==> src/rtl/rom_arbiter.sv <==
// rtl/rom_arbiter.sv - round-robin arbiter for a shared synchronous ROM read port
// Optional lock feature: define ROM_ARB_LOCK_EN.
module rom_arbiter #(
  parameter int NREQ     = 4,
  parameter int ADDRW    = 8,
  parameter int WIDTH    = 4,
  parameter int ROM_LAT  = 1,
  parameter int MAX_LOCK = 16
) (
  input  logic                  clk,
  input  logic                  rst_n,
  input  logic [NREQ-1:0]       req,
  input  logic [NREQ*ADDRW-1:0] req_addr,
  input  logic [NREQ-1:0]       req_lock,
  output logic [NREQ-1:0]       gnt,
  output logic [ADDRW-1:0]      rom_addr,
  input  logic [WIDTH-1:0]      rom_data,
  output logic [NREQ-1:0]       rsp_valid,
  output logic [WIDTH-1:0]      rsp_data,
  output logic                  busy
);

  localparam int PW = (NREQ > 1) ? $clog2(NREQ) : 1;

  logic [PW-1:0] ptr;
  logic [PW-1:0] ptr_nxt;
  logic [PW-1:0] win_id;
  logic          win_found;
  logic          accept;

  // Tag pipeline: stage ROM_LAT lines up with the returning ROM word.
  logic [ROM_LAT:0] tag_v;
  logic [PW-1:0]    tag_id [ROM_LAT+1];

  function automatic logic [PW-1:0] inc_mod(input logic [PW-1:0] v);
    return (v == PW'(NREQ - 1)) ? '0 : v + PW'(1);
  endfunction

  // Search for the first requester starting at the priority pointer.
  always_comb begin
    logic [PW-1:0] idx;
    win_found = 1'b0;
    win_id    = '0;
    for (int k = 0; k < NREQ; k++) begin
      idx = PW'((int'(ptr) + k) % NREQ);
      if (!win_found && req[idx]) begin
        win_found = 1'b1;
        win_id    = idx;
      end
    end
  end

  // One-hot grant, forced low while reset is asserted.
  always_comb begin
    gnt = '0;
    if (rst_n && win_found) gnt[win_id] = 1'b1;
  end

  assign accept = rst_n && win_found;

`ifdef ROM_ARB_LOCK_EN
  // Nonzero lock_cnt means requester ptr currently holds the lock.
  logic [7:0] lock_cnt;
  logic [7:0] lock_cnt_nxt;
  logic [7:0] lock_base;

  // Next pointer and lock count, including lock entry, extension and release.
  always_comb begin
    ptr_nxt      = ptr;
    lock_cnt_nxt = lock_cnt;
    lock_base    = (lock_cnt != 8'd0 && req[ptr]) ? lock_cnt : 8'd0;
    if (accept) begin
      if (req_lock[win_id] && lock_base != 8'(MAX_LOCK - 1)) begin
        ptr_nxt      = win_id;
        lock_cnt_nxt = lock_base + 8'd1;
      end else begin
        ptr_nxt      = inc_mod(win_id);
        lock_cnt_nxt = 8'd0;
      end
    end else if (lock_cnt != 8'd0 && !req[ptr]) begin
      ptr_nxt      = inc_mod(ptr);
      lock_cnt_nxt = 8'd0;
    end
  end

  // Lock counter register.
  always_ff @(posedge clk or negedge rst_n) begin
    if (!rst_n) lock_cnt <= 8'd0;
    else        lock_cnt <= lock_cnt_nxt;
  end
`else
  logic unused_lock;
  localparam int unused_max_lock = MAX_LOCK;
  assign unused_lock = ^req_lock;

  // Pure round-robin: pointer moves past each accepted requester.
  always_comb begin
    ptr_nxt = ptr;
    if (accept) ptr_nxt = inc_mod(win_id);
  end
`endif

  // Priority pointer and ROM address register.
  always_ff @(posedge clk or negedge rst_n) begin
    if (!rst_n) begin
      ptr      <= '0;
      rom_addr <= '0;
    end else begin
      ptr <= ptr_nxt;
      if (accept) rom_addr <= req_addr[int'(win_id)*ADDRW +: ADDRW];
    end
  end

  // Shift the requester tag along with the ROM read latency.
  always_ff @(posedge clk or negedge rst_n) begin
    if (!rst_n) begin
      tag_v <= '0;
      for (int s = 0; s <= ROM_LAT; s++) tag_id[s] <= '0;
    end else begin
      tag_v     <= {tag_v[ROM_LAT-1:0], accept};
      tag_id[0] <= win_id;
      for (int s = 1; s <= ROM_LAT; s++) tag_id[s] <= tag_id[s-1];
    end
  end

  // Steer the returning word to the requester that issued it.
  always_comb begin
    rsp_valid = '0;
    if (tag_v[ROM_LAT]) rsp_valid[tag_id[ROM_LAT]] = 1'b1;
  end

  assign rsp_data = rom_data;
  assign busy     = |tag_v;

endmodule

==> config.mk <==
export PLATFORM = sky130hd
export DESIGN_NAME = rom_arbiter
export DESIGN_NICKNAME = d
export VERILOG_FILES = /design/src/rtl/rom_arbiter.sv
export SDC_FILE = /design/constraint.sdc
export NUM_CORES = 1
export LEC_CHECK = 0
export ABC_AREA = 1
export BUFFER_PORTS_ARGS = -buffer_cell sky130_fd_sc_hd__buf_2
export CORE_MARGIN = 2
export CORE_UTILIZATION = 30
export DETAILED_ROUTE_END_ITERATION = 16
export PLACE_DENSITY = 0.55
export SETUP_SLACK_MARGIN = 0.3
export SYNTH_ARGS = -nofsm -noshare
export SYNTH_HDL_FRONTEND = slang
export SYNTH_SLANG_ARGS = --single-unit
==> constraint.sdc <==
create_clock -name clk -period 5.84 [get_ports clk]
set_input_delay 1.168 -clock clk [delete_from_list [all_inputs] [get_ports clk]]
set_output_delay 1.168 -clock clk [all_outputs]
set_load 0.02 [all_outputs]
==> out/summary.md, run 1 <==
Of all cell types, the one taking the most synthesized area is dfrtp_1. The clock sink count was 16. After floorplanning, the core was divided into 23 placement rows. After legalization and detailed placement, the total HPWL measured 2340 µm.

The overall overflow remaining after global route is 0, and the overall power after layout is 1.03 mW. The combined area of all synthesized cells is 0.00128 mm². In this run the biggest area consumer among cell types represents 31.3% of the synthesized area.

For this run, the number of Yosys warnings is 0. The repair_antennas step left the layout with diodes totalling 0. The count of H-tree levels built during CTS was 1; the die outline area was 0.00481 mm². Post-CTS repair changed the size of 0 cells. The flow ran to the end, and the final reports show no timing, DRC or antenna violations.

The number of nets in the synthesized netlist is 245. For this run, design rule violations remaining after detail routing come to 0. TritonCTS built the clock tree.

Average wire per standard cell: 9.99 µm. After the last flow step, the layout net total stands at 296. Setup total negative slack on the finished layout was measured at 0 ns. Data on the critical path is required at its endpoint by 4.67 ns. The run gives 1147 as the number of global-route vias before repair. The run gives 5220 µm as the global-route wire length before repair.

The number of top-level pins came out at 67. Along the worst path, the maximum fanout reaches 25. The most common cell after layout, fill and taps aside was nand2_1. The first routing iteration left 77 violations. For the highest clock frequency the design can meet, the log shows 245 MHz. The run gives 0 as the post-detailed-route count of antenna-violating nets.

The tool flagged a number of max-cap violations equal to 0. The cell count after synthesis came out at 198. The count of TritonRoute iterations in the first routing pass was 4. The root buffer cell chosen for the clock tree is clkbuf_8.

The final clock period utilization by the worst path is 69.8%, and the leakage power of the design is 0.969 nW. Initial core utilization: 31.5%. For the worst slack at placement, the log shows 1.74 ns. The run gives 31.3% as the sequential fraction of the synthesis area.

The die width works out to 69.3 µm. The final critical-path required period was 4.07 ns. The total clock buffers created by CTS came out at 3. The remaining max-slew budget at the tightest pin was 70.6%; the register bit count reported by yosys was 16.

Dividing total power by cell area gives a power density of 648 mW/mm². In the post-synthesis netlist, the biggest area contributors are dfrtp_1 (31%), nand2_1 (25%), inv_1 (8.5%). Measured along the y axis, the die boundary spans 69.3 µm. The number of pins exceeding their max-slew limit in the final report is 0, and the via count is 1299. From synthesis to final layout, the design area changed by 23.9%. Global-route total usage across every layer: 13.2%.

The top cell types in the final layout, fill and taps aside, are nand2_1 (84), buf_2 (54), inv_1 (29), dfrtp_1 (16), nand3_1 (14). In the post-route analysis, the smallest setup slack over all paths is 1.77 ns. For the pin with the worst max-slew slack, the measured transition is 0.440 ns.

The tools report the maximum resistive drop on vdd as 0.287 mV. The tools report the finished layout cell area as 0.00159 mm². The worst setup path is captured at a primary output. The average cell area after synthesis came out at 6.46 µm². The tightest min-delay check is of the reg2reg type. The fraction of final layout cells sized beyond drive strength 1 is 31.6%, and the number of different library cells in the post-synthesis netlist is 21. Arrival time of data at the critical path endpoint: 2.91 ns.

For the final hold violation count, the log shows 0. The later pin in the worst-skew pair is clocked with a latency of 0.25 ns. The core region is 0.00406 mm². The clock arrives with 0.00147 ns of skew. The number of antenna violations at the first check in global routing was 0.

The kind of critical path is in2out. The number of port buffers came out at 54. The logs give 0 for the buffers inserted during post-CTS setup optimization and 2970 µm for the final routed wirelength across all metal layers.

Entering global routing, the biggest net connects 26 pins. The worst setup path is launched from an input port. Setup repair after global routing left no endpoint under its margin.

After clock tree synthesis, the clock-pin slew on the worst setup and hold paths is 0.06 ns. Setup violations remaining at the end of the flow were counted as 0. In this run the cell area measured after placement is 0.00154 mm².

Counting along the longest clock path gives a buffer depth of 2. Hold repair after CTS inserted 0 buffers. At the end of routability-driven placement, the weighted congestion stood at 0.852. The post-route core utilization was 39.1%. The via density per instance is 4.37.
==> state kept, by name, summed over array words and instances (netlist names) <==
register  flops
ptr           2
rom_addr      8
tag_id        4
tag_v         2
==> metal layers <==
layer	wire, µm	vias to the layer above	GRT usage (%)
li1	-	706	-
met1	1480	555	19.7
met2	1300	33	19.0
met3	142	5	2.03
met4	45	0	4.58
met5	0	-	0
==> worst max-delay path: stages <==
cell	delay, ns
buf_2	0.10
inv_1	0.06
nand2_1	0.06
nand3_1	0.14
nand2_2	0.10
inv_1	0.09
nand2_1	0.07
nand2_2	0.14
nand3_4	0.25
inv_2	0.21
ha_1	0.16
inv_1	0.04
nor2_1	0.12
buf_2	0.19
==> per-stage QoR <==
step	hold slack [ns]	cells
floorplan	0.331	198
global placement	0.333	294
detailed placement	0.336	294
CTS	0.349	297
global route	0.353	297
finish	0.346	297
==> synth_stat cells <==
master and n:
nand2_1 84, inv_1 29, dfrtp_1 16, nand3_1 14
nand2_2 8, nand4_1 7, nor3_1 6, inv_2 5
o211ai_1 5, buf_4 4, buf_6 3, nor2_1 3
o21ai_0 3, nand3_2 2, nand3_4 2, nor2_4 2
buf_2 1, ha_1 1, inv_6 1, o21ai_1 1
or2_2 1
==> cells by family (layout without fill, tap and decap cells) <==
family | count (synthesis) | count (layout) | synth area share (%)
AND/OR/NAND/NOR | 129 | 129 | 47.2
buffers and inverters | 43 | 92 | 16.0
flip-flops | 16 | 16 | 31.3
AO/OA/AOI/OAI | 9 | 9 | 4.50
adder cells (fa/ha/maj) | 1 | 1 | 0.977
==> power breakdown <==
| part | internal (mW) | switching, mW | total (mW) |
|---|---|---|---|
| clock | 0.0457 | 0.0353 | 0.0809 |
| sequential | 0.167 | 0.0405 | 0.208 |
| combinational | 0.232 | 0.507 | 0.739 |
==> worst paths after layout <==
| kind | from | end | slack [ns] | cells after the start |
|---|---|---|---|---|
| max in group asynchronous | rst_n | ptr[1] | 4.74 | 1 |
| min reg2reg | tag_id[3] | tag_id[1] | 0.35 | 0 |
| min | tag_id[3] | tag_id[1] | 0.35 | 0 |
| max | req[1] | gnt[3] | 1.77 | 14 |
| min in group asynchronous | rst_n | rom_addr[7] | 0.83 | 1 |
| max reg2reg | ptr[0] | ptr[1] | 3.56 | 12 |
==> layout make-up <==
class | instances | area [µm²]
clock buffers | 3 | 41.3
fillers | 449 | 2470
inverters | 35 | 136
multi-input cells | 139 | 674
flip-flops and latches | 16 | 400
well taps | 50 | 62.6
repair buffers | 54 | 270
Power figures use the tool's default switching activity.
==> run 2, diff against run 1 <==
--- a/config.mk
+++ b/config.mk
@@ -5,12 +5,12 @@
 export SDC_FILE = /design/constraint.sdc
 export NUM_CORES = 1
 export LEC_CHECK = 0
-export ABC_AREA = 1
+export ABC_AREA = 0
 export BUFFER_PORTS_ARGS = -buffer_cell sky130_fd_sc_hd__buf_2
 export CORE_MARGIN = 2
 export CORE_UTILIZATION = 30
 export DETAILED_ROUTE_END_ITERATION = 16
-export PLACE_DENSITY = 0.55
+export PLACE_DENSITY = 0.62
 export SETUP_SLACK_MARGIN = 0.3
 export SYNTH_ARGS = -nofsm -noshare
 export SYNTH_HDL_FRONTEND = slang
==> constraint.sdc (replaced) <==
create_clock -name clk -period 3.6 [get_ports clk]
set_input_delay 0.72 -clock clk [delete_from_list [all_inputs] [get_ports clk]]
set_output_delay 0.72 -clock clk [all_outputs]
set_load 0.02 [all_outputs]
==> out/summary.md, run 2 <==
The fraction of synthesized area in multiplexers was 16.5% (+16 points). Setup repair after global routing left no endpoint under its margin. Average wire per standard cell: 12.2 µm (+22%).

The buffer levels on the longest clock path is 2 (unchanged), and the fraction of final layout cells sized beyond drive strength 1 is 47.2% (+16 points). The average cell area after synthesis came out at 10.6 µm² (+64%). The run finished with clean final reports. The post-synthesis adder-cell area fraction was 1.29% (+0.31 points); the share of flip-flops with an asynchronous set or reset after synthesis was 100% (unchanged).

The run gives 0 ns (unchanged) as the total negative slack for setup checks. In this run the critical register-to-register path is launched from ptr[0]. The logs give 0.28 ns (+0.03 ns) for the insertion delay to the later sink of the worst-skew pair and 2.88 ns (-1.79 ns) for the critical path required time. The maximum resistive drop on vdd is 0.208 mV (-28%), and the global-route total usage across every layer is 13.9% (+0.76 points). The number of warnings issued by yosys is 0 (unchanged), and the transition time at the pin with the least slew margin is 0.387 ns (-0.0536 ns).

The share of the synthesized netlist area taken by xor and xnor gates is 0% (unchanged). TritonCTS built the clock tree. Via density per instance: 4.63 (+5.8%).

The remaining max-slew budget at the tightest pin was 74.2% (+3.6 points); the post-detailed-placement half-perimeter wirelength was 1790 µm (-23%). The worst slack on hold paths was 0.344 ns (-0.00182 ns); the DRC marker count from the first detailed-route iteration was 6 (-92%). After synthesis, the cell types taking the most area are dfrtp_1 (41%), mux2i_1 (16%), o221ai_1 (8.1%). For the sequential fraction of the synthesis area, the log shows 41.1% (+9.9 points).

The highest fanout seen on the critical path is 17 (-32%). The tools report the clock sink count as 16 (unchanged). The worst setup path is launched from an input port. Count of placed standard cells including taps: 184 (-37%). The complex-gate fraction of the synthesized area is 15.9% (+11 points). Most common cell after layout, fill and taps aside: buf_2. The die width was 61.0 µm (-12%); the leakage power of the design was 0.698 nW (-28%). The logs give 41.6% (+2.5 points) for the post-route core utilization and 316 (-30%) for the layout filler cell count.

In the layout the commonest cells are buf_2 (54), mux2i_1 (16), dfrtp_1 (16), nand2_1 (14), o221ai_1 (8). For the number of global-route vias before repair, the log shows 868 (-24%). The kind of critical path is in2out.

The tools report the initial core utilization as 31.6% (+0.081 points). The logs give 0 (unchanged) for the antenna diode count and 0.813 ns (-0.952 ns) for the final worst setup slack. The count of TritonRoute iterations in the first routing pass was 4 (unchanged). For the number of antenna violations at the first check in global routing, the log shows 0 (unchanged).

The height of the chip is 61.0 µm (-12%), and the number of violations of the max-capacitance limit is 0 (unchanged). The number of different library cells in the post-synthesis netlist is 26 (+24%). The endpoint identified for the worst register-to-register timing path is rom_addr[0]. Counting instances in the post-synthesis netlist gives the leading cell types as dfrtp_1 (16), mux2i_1 (16), nand2_1 (14). Startpoint of the most critical setup path: rst_n. The via count is 870 (-33%), and the number of flip-flops under the largest register name is 8 (unchanged).

The run gives 0.00192 ns (+0.000451 ns) as the worst-case clock skew. The class of the worst hold path is in2async. For this run, the leading register cell type out of synthesis is dfrtp_1. The number of flops mapped to enable cells by yosys is 0 (unchanged). Area of the core: 0.00308 mm² (-24%). Number of port buffers: 54 (unchanged).

The logs give 0 (unchanged) for the final hold violation count and 812 µW (-21%) for the overall power after layout. The post-detailed-route count of antenna-violating nets came out at 0 (unchanged). For the final routed wirelength across all metal layers, the log shows 2290 µm (-23%).

Total clock buffers created by CTS: 3 (unchanged). Number of top-level pins: 67 (unchanged). The largest registers in the layout are rom_addr x8, tag_id x4. For the area of placed instances, the log shows 0.00124 mm² (-19%).

Count of H-tree levels built during CTS: 1 (unchanged). STA classifies the critical path endpoint as a primary output. Post-synthesis cell type with the largest combined area: dfrtp_1. The sequential cell area in the final layout is 400 µm² (unchanged), and the highest clock frequency the design can meet is 359 MHz. The tools report the clock root buffer as clkbuf_4. The register bit count reported by yosys is 16 (unchanged). Number of placement rows: 20 (-13%).

The run gives 0.744 ns (-0.992 ns) as the worst slack at placement. The run gives 0 (unchanged) as the hold buffer count at cts. Pin count of the biggest net entering global routing: 18 (-31%). The number of pins exceeding their max-slew limit in the final report is 0 (unchanged). The final RePlAce weighted congestion is 0.710 (-17%), and the number of cells upsized or downsized after cts is 0 (unchanged).

The portion of synthesized cell area occupied by the leading cell type is 41.1% (+9.9 points), and the arrival time of data at the critical path endpoint is 2.07 ns (-0.84 ns). The number of nets at the end of the flow came out at 192 (-35%). The power density over the cells came out at 635 mW/mm² (-2.1%). By area, the combinational part of the netlist is dominated by multiplexers. Dividing the final minimum period by the clock period gives 77.4%. The logs give 0.00128 mm² (-19%) for the finished layout cell area and 92 (-54%) for the synthesized netlist cell count.

The die outline area is 0.00372 mm² (-23%), and the post-layout instance count excluding filler cells is 188 (-37%). The global-route wire length before repair was 3740 µm (-28%). The register name with the most flops was rom_addr.

For the final setup violation count, the log shows 0 (unchanged). For the footprint of the multi-input gates, the log shows 492 µm² (-27%). For the number of nets produced by synthesis, the log shows 139 (-43%). The path depth of the worst reg2reg path was 6 (-6). The area added between synthesis and finish was 31.5%; the worst setup slack for register-to-register paths was 1.85 ns (-1.71 ns). The logs give 0 (unchanged) for the buffers inserted during post-CTS setup optimization and 0 (unchanged) for the overall overflow remaining after global route. Clock-pin slew on the worst setup and hold paths: 0.09 ns (+0.03 ns).

The final critical-path required period was 2.79 ns. The tools report the combined area of all synthesized cells as 973 µm² (-24%). Number of design rule violations left after detail routing: 0 (unchanged). The area fraction in and, or, nand and nor cells after synthesis came out at 16.2% (-31 points).
==> run 2: cell count changes after synthesis, sizes merged, moves of 3 or more <==
| cell | delta |
|---|---|
| nor2b | +3 |
| nand2 | -78 |
| nor3 | -6 |
| mux2i | +16 |
| nand4 | -7 |
| o221ai | +9 |
| nand3 | -18 |
| inv | -32 |
| o211ai | -5 |
==> run 2: worst max path at each step <==
stage,to,slack (ns)
2_1_floorplan,gnt[1],1.03
3_3_place_gp,gnt[2],0.77
3_5_place_dp,gnt[2],0.74
5_1_grt,gnt[2],0.63
4_1_cts,gnt[2],0.75
6_report,gnt[2],0.81
==> run 2: area by class of cell <==
| cell class | instances | area share [%] |
|---|---|---|
| Timing Repair Buffer | 56 | 22.3 |
| Tap cell | 44 | 4.30 |
| Clock buffer | 4 | 2.83 |
| Multi-Input combinational cell | 65 | 38.4 |
| Sequential cell | 16 | 31.3 |
| Inverter | 3 | 0.880 |
==> run 2: logic make-up after synthesis <==
group,after synthesis
DFF,16
buffers and inverters,11
AOI/OAI and AO/OA,17
adders and majority gates,1
muxes,16
and+or+nand+nor,31
==> run 2: per-layer routing <==
metal	global-route usage (%)	wire length [µm]
met5	0	0
met3	2.77	202
met2	24.6	1100
met1	16.5	963
met4	5.59	17
==> run 2: power by group <==
part | internal [mW] | switching (mW) | total, mW
Sequential | 0.247 | 0.0478 | 0.294
Combinational | 0.173 | 0.228 | 0.401
Clock | 0.0615 | 0.0559 | 0.117
Total | 0.481 | 0.331 | 0.812
==> run 2: critical path, stage by stage <==
cell and delay, ns:
buf_2 0.33, o41ai_2 0.14, buf_4 0.20, inv_2 0.11, nand2_1 0.24, nor2_1 0.15
buf_2 0.17
